<file path="config.mk">
export PLATFORM = sky130hd
export DESIGN_NAME = nb_info_ram_ctrl
export DESIGN_NICKNAME = d
export VERILOG_FILES = /design/src/rtl/nb_info_ram_ctrl.sv
export SDC_FILE = /design/constraint.sdc
export NUM_CORES = 1
export LEC_CHECK = 0
export ABC_AREA = 1
export CAP_MARGIN = 20
export CORE_MARGIN = 2
export CORE_UTILIZATION = 50
export CTS_CLUSTER_DIAMETER = 30
export CTS_CLUSTER_SIZE = 12
export DETAILED_ROUTE_END_ITERATION = 7
export PLACE_DENSITY = 0.9
export SLEW_MARGIN = 20
export SYNTH_ARGS = -nofsm -noshare
export SYNTH_HDL_FRONTEND = slang
export SYNTH_SLANG_ARGS = --single-unit
</file>
<file path="constraint.sdc">
create_clock -name clk -period 2.4 [get_ports clk]
set_input_delay 0.24 -clock clk [delete_from_list [all_inputs] [get_ports clk]]
set_output_delay 0.24 -clock clk [all_outputs]
set_load 0.05 [all_outputs]
</file>
<file path="src/rtl/nb_info_ram_ctrl.sv">
// Client-side controller for the single-port neighbour-info RAM.
// Serialises top-neighbour reads and write-backs onto one RAM port.
// Holds a single buffered write and forwards it to a matching read.
// Read results appear a fixed three cycles after the request is accepted.
module nb_info_ram_ctrl #(
  parameter int                   ADDR_BITS   = 8,
  parameter int                   DATA_BITS   = 16,
  parameter logic [DATA_BITS-1:0] DEFAULT_VAL = '0
) (
  input  logic                 clk,
  input  logic                 rst_n,
  // read request side
  input  logic                 rd_req,
  input  logic [ADDR_BITS-1:0] rd_addr,
  input  logic                 rd_avail,
  output logic                 rd_ready,
  output logic                 rd_valid,
  output logic [DATA_BITS-1:0] rd_data,
  // write-back side
  input  logic                 wr_req,
  input  logic [ADDR_BITS-1:0] wr_addr,
  input  logic [DATA_BITS-1:0] wr_data,
  output logic                 wr_ready,
  // RAM port
  output logic                 ram_wr_n,
  output logic [ADDR_BITS-1:0] ram_addr,
  output logic [DATA_BITS-1:0] ram_data_in,
  input  logic [DATA_BITS-1:0] ram_data_out
);

  typedef enum logic [1:0] {
    IDLE = 2'd0,
    RD   = 2'd1,
    CAP  = 2'd2,
    WR   = 2'd3
  } state_t;

  state_t state;
  state_t state_nxt;

  // read context, captured when a read is accepted
  logic [ADDR_BITS-1:0] ra_addr;
  logic                 ra_avail;
  logic                 ra_byp;
  logic [DATA_BITS-1:0] ra_bypdata;

  // single-entry write buffer
  logic [ADDR_BITS-1:0] wb_addr;
  logic [DATA_BITS-1:0] wb_data;
  logic                 wr_pending;

  logic rd_accept;
  logic wr_accept;
  logic wr_drain;

  assign rd_accept = rd_req && (state == IDLE);
  assign wr_accept = wr_req && !wr_pending;
  // The buffered write goes to the RAM in WR, or piggybacks on the CAP
  // cycle, which does not need the port because the read data is already
  // on ram_data_out.
  assign wr_drain  = (state == WR) || ((state == CAP) && wr_pending);

  // State register.
  // NOTE: sequential state is updated with non-blocking assignments so every
  // register samples the pre-edge values of the others.
  always_ff @(posedge clk or negedge rst_n) begin
    if (!rst_n) begin
      state <= IDLE;
    end else begin
      state <= state_nxt;
    end
  end

  // Next-state logic: a read takes priority over a pending write.
  // NOTE: the default assignment at the top keeps this block free of latches.
  always_comb begin
    state_nxt = state;
    unique case (state)
      IDLE: begin
        if (rd_req) begin
          state_nxt = RD;
        end else if (wr_pending) begin
          state_nxt = WR;
        end
      end
      RD:      state_nxt = CAP;
      CAP:     state_nxt = IDLE;
      WR:      state_nxt = IDLE;
      default: state_nxt = IDLE;
    endcase
  end

  // Output logic: handshakes and the RAM port, decoded from state and registers.
  always_comb begin
    rd_ready    = (state == IDLE);
    wr_ready    = !wr_pending;
    ram_wr_n    = !wr_drain;
    ram_addr    = wr_drain ? wb_addr : ra_addr;
    ram_data_in = wb_data;
  end

  // Capture read context; bypass only a write buffered before this edge.
  always_ff @(posedge clk or negedge rst_n) begin
    if (!rst_n) begin
      ra_addr    <= '0;
      ra_avail   <= 1'b0;
      ra_byp     <= 1'b0;
      ra_bypdata <= '0;
    end else if (rd_accept) begin
      ra_addr    <= rd_addr;
      ra_avail   <= rd_avail;
      ra_byp     <= wr_pending && (wb_addr == rd_addr);
      ra_bypdata <= wb_data;
    end
  end

  // Write buffer: fill when empty, empty when the RAM write happens.
  always_ff @(posedge clk or negedge rst_n) begin
    if (!rst_n) begin
      wb_addr    <= '0;
      wb_data    <= '0;
      wr_pending <= 1'b0;
    end else if (wr_accept) begin
      wb_addr    <= wr_addr;
      wb_data    <= wr_data;
      wr_pending <= 1'b1;
    end else if (wr_drain) begin
      wr_pending <= 1'b0;
    end
  end

  // Read result: select default / bypass / RAM data at the end of CAP.
  always_ff @(posedge clk or negedge rst_n) begin
    if (!rst_n) begin
      rd_valid <= 1'b0;
      rd_data  <= '0;
    end else begin
      rd_valid <= (state == CAP);
      if (state == CAP) begin
        rd_data <= (!ra_avail) ? DEFAULT_VAL :
                   ra_byp      ? ra_bypdata  : ram_data_out;
      end
    end
  end

endmodule

</file>
==> reports/results.tsv <==
stage	metric	value	unit
clocking	Clock Sinks	70	
timing	max-slew violations	0	
job	Maximum Capacitance Violations	0	
setup_path	Worst R2R Setup Slack	0.92	ns
placement	RD Place Congestion	0.835	
layout	fill count	417	
timing	Worst-Margin Slew	0.896	ns
logic_synthesis	Synth top cells by count	70 x dfrtp_1, 64 x nand2_1, 34 x o21ai_0, 30 x inv_1, 29 x nor2_1	
min_path	Hold Startpoint	ra_bypdata[1]$_DFFE_PN0P_	
min_path	worst min path class	reg -> reg	
layout	final-stage net count	474	
layout	post-layout util	72.8	%
setup_path	Crit Path Category	reg -> out	
clocking	Setup Fix Bufs, Post-CTS	0	
global_route	GRT overflow	0	
die	Initial Util	52.2	%
detailed_routing	average wire per standard cell	14.1	um
clocking	clk root buf	clkbuf_8	
clocking	Clock Path Buffers	2	
logic_synthesis	most frequent cell after synthesis	dfrtp_1	
logic_synthesis	synthesized area	3130	um2
min_path	hold path depth	2	
logic_synthesis	mean post-synth cell area	9.66	um2
detailed_routing	Vias/cell	5.07	
placement	PortBufs	96	
setup_path	Worst R2R Start	state[0]$_DFFE_PN0P_	
timing	RSZ-0062 raised after global routing	false	
die	io pins	97	
timing	endpoints failing hold	0	
layout	Final Non-Filler Cells	501	
logic_synthesis	Post-synth EDFFs	0	
die	floorplan row count	28	
setup_path	CP max FO	21	
logic_synthesis	Main synth FF type	dfrtp_1	
global_route	Total GRT Usage	21.2	%
die	core area	5990	um2
timing	Final Critical Period	2.13	ns
timing	final setup vio count	0	
logic_synthesis	top-area cell type share of the netlist area	56.0	%
setup_path	Worst R2R End	ra_addr[5]$_DFFE_PN0P_	
logic_synthesis	FFs w/ async S/R, synth	100	%
timing	worst hold slack	0.476	ns
layout	share of cells above drive strength 1	14.1	%
die	die area	6910	um2
power_and_ir_drop	Max VDD drop	1.35	mV
global_route	global-route wire length before repair	11800	um
setup_path	Critical Path Sink Type	primary output	
clocking	CTS Buf Count	9	
detailed_routing	total length of routed wires	7060	um
clocking	Worst-path clk slew	0.07	ns
clocking	clock tree from TritonCTS	done	
die	Die W	83.1	um
logic_synthesis	synth unique cells	24	
timing	setup TNS	0	ns
logic_synthesis	warnings from Yosys	0	
detailed_routing	post-route ant nets	0	
layout	post-synthesis to final-layout area growth	39.3	%
run_status	outcome	finished clean	
global_route	initial antenna violation count	0	
clocking	clock latency at the later pin of the worst-skew pair	0.33	ns
detailed_routing	First-pass DRT Iterations	4	
logic_synthesis	post-synthesis sequential area ratio	56.0	%
power_and_ir_drop	pwr dens	1570	nW/um2
timing	Slew headroom	40.3	%
detailed_routing	Iter 0 DRT Violations	147	
logic_synthesis	syn nets	377	
timing	crit share post-route	88.7	%
timing	Worst Clk Skew	0.00686	ns
setup_path	Startpoint Class	register	
global_route	largest net degree at the start of global routing	45	
die	Die Ht	83.1	um
clocking	CTS H-tree depth	3	
global_route	vias in the first global route	2492	
logic_synthesis	Mapped Cells	324	
detailed_routing	Vias	2539	
min_path	WHS Endpoint	ra_bypdata[1]$_DFFE_PN0P_	
setup_path	CP arrival	1.89	ns
power_and_ir_drop	leakage power	0.00201	uW
logic_synthesis	largest area contributor in the netlist	dfrtp_1	
placement	HPWL after DPL	5230	um
detailed_routing	post-route DRC violation count	0	
placement	Post-Place Cells	484	
logic_synthesis	#FFs+latches synth	70	
timing	highest clock rate	0.470	GHz
setup_path	Crit path required time	2.16	ns
logic_synthesis	dominant cells by area after synthesis	dfrtp_1 56%, nand2_1 7.7%, o21ai_0 5.4%, o21ai_2 5.3%, mux2i_1 5.1%	
layout	antenna fix cells	0	
setup_path	worst reg2reg path depth	6	
==> layout make-up <==
cell class / instances / area (um2) / area share [%]
repair buffers: 101 / 1070 / 24.6
flip-flops and latches: 70 / 1750 / 40.2
inverters: 33 / 129 / 2.96
well taps: 75 / 93.8 / 2.15
multi-input cells: 206 / 1130 / 25.9
clock buffers: 16 / 180 / 4.13
==> cell usage in the layout (no fill, tap or decap) <==
cell | netlist | layout
clkdlybuf4s50_1 | 0 | 86
dfrtp_1 | 70 | 69
nand2_1 | 64 | 64
o21ai_0 | 34 | 34
inv_1 | 30 | 30
nor2_1 | 29 | 29
a21oi_1 | 21 | 21
o21ai_2 | 19 | 19
mux2i_1 | 16 | 16
clkbuf_8 | 0 | 12
o21ai_1 | 10 | 10
buf_12 | 0 | 8
buf_4 | 5 | 5
mux2_2 | 4 | 4
clkbuf_1 | 1 | 4
nand2_2 | 3 | 3
inv_2 | 2 | 2
o21ai_4 | 1 | 1
nor2_2 | 1 | 1
nor2_4 | 1 | 1
nor2_8 | 1 | 1
inv_6 | 1 | 1
nand3_1 | 1 | 1
o21bai_1 | 1 | 1
dlygate4sd3_1 | 0 | 1
buf_2 | 3 | 1
dfrtp_2 | 0 | 1
==> registers in the layout, indices dropped and copies added, names as in the netlist <==
| register | count |
|---|---|
| wb_addr | 8 |
| ra_avail | 1 |
| state | 2 |
| wr_pending | 1 |
| ra_bypdata | 16 |
| ram_data_in | 16 |
| rd_data | 16 |
| ra_addr | 8 |
| ra_byp | 1 |
| rd_valid | 1 |
==> where the power goes <==
group,internal [uW],switching [uW]
Combinational,1380,2450
Sequential,1740,394
Clock,463,395
==> repair_timing <==
item,CTS,global route
hold buffers,1,0
hold endpoints to repair,29,0
gates resized for setup,0,1
setup endpoints to repair,0,1
==> worst max-delay path, cell delays in order (launching register included) <==
cell and delay, ns:
dfrtp_2 0.56, nor2_2 0.18, clkdlybuf4s50_1 0.82
==> logic make-up (layout without fill, tap and decap cells) <==
| family | count (synthesis) | count (layout) | synth area share, % |
|---|---|---|---|
| mux | 20 | 20 | 6.56 |
| buf+inv | 48 | 150 | 7.88 |
| simple gates | 100 | 100 | 13.1 |
| flops | 70 | 70 | 56.0 |
| compound gates | 86 | 86 | 16.5 |
==> how the worst max path moves through the flow <==
stage                              start     endpoint  slack [ns]  cells past startpoint
floorplan           state[0]$_DFFE_PN0P_  ram_addr[0]        0.17                      4
global placement    state[0]$_DFFE_PN0P_     rd_ready        0.51                      2
detailed placement  state[0]$_DFFE_PN0P_     rd_ready        0.47                      2
CTS                 state[0]$_DFFE_PN0P_     rd_ready        0.10                      2
global route        state[0]$_DFFE_PN0P_     rd_ready        0.21                      2
finish              state[0]$_DFFE_PN0P_     rd_ready        0.27                      2
==> layer usage <==
layer  track usage [%]  share of wire [%]
met1              26.8                 43
met3              5.27                5.5
met2              34.8                 50
met5                 0                  0
met4              8.94                1.8
==> stage by stage <==
stage / worst slack, ns / instance area [um2] / total power (uW)
final: 0.272 / 4360 / 6830
after CTS: 0.105 / 4360 / 6870
after global routing: 0.212 / 4360 / 7210
after floorplan: 0.173 / 3130 / 4600
after detailed placement: 0.473 / 4170 / 6000
after global placement: 0.506 / 4170 / 5890
(Power assumes the default switching activity.)
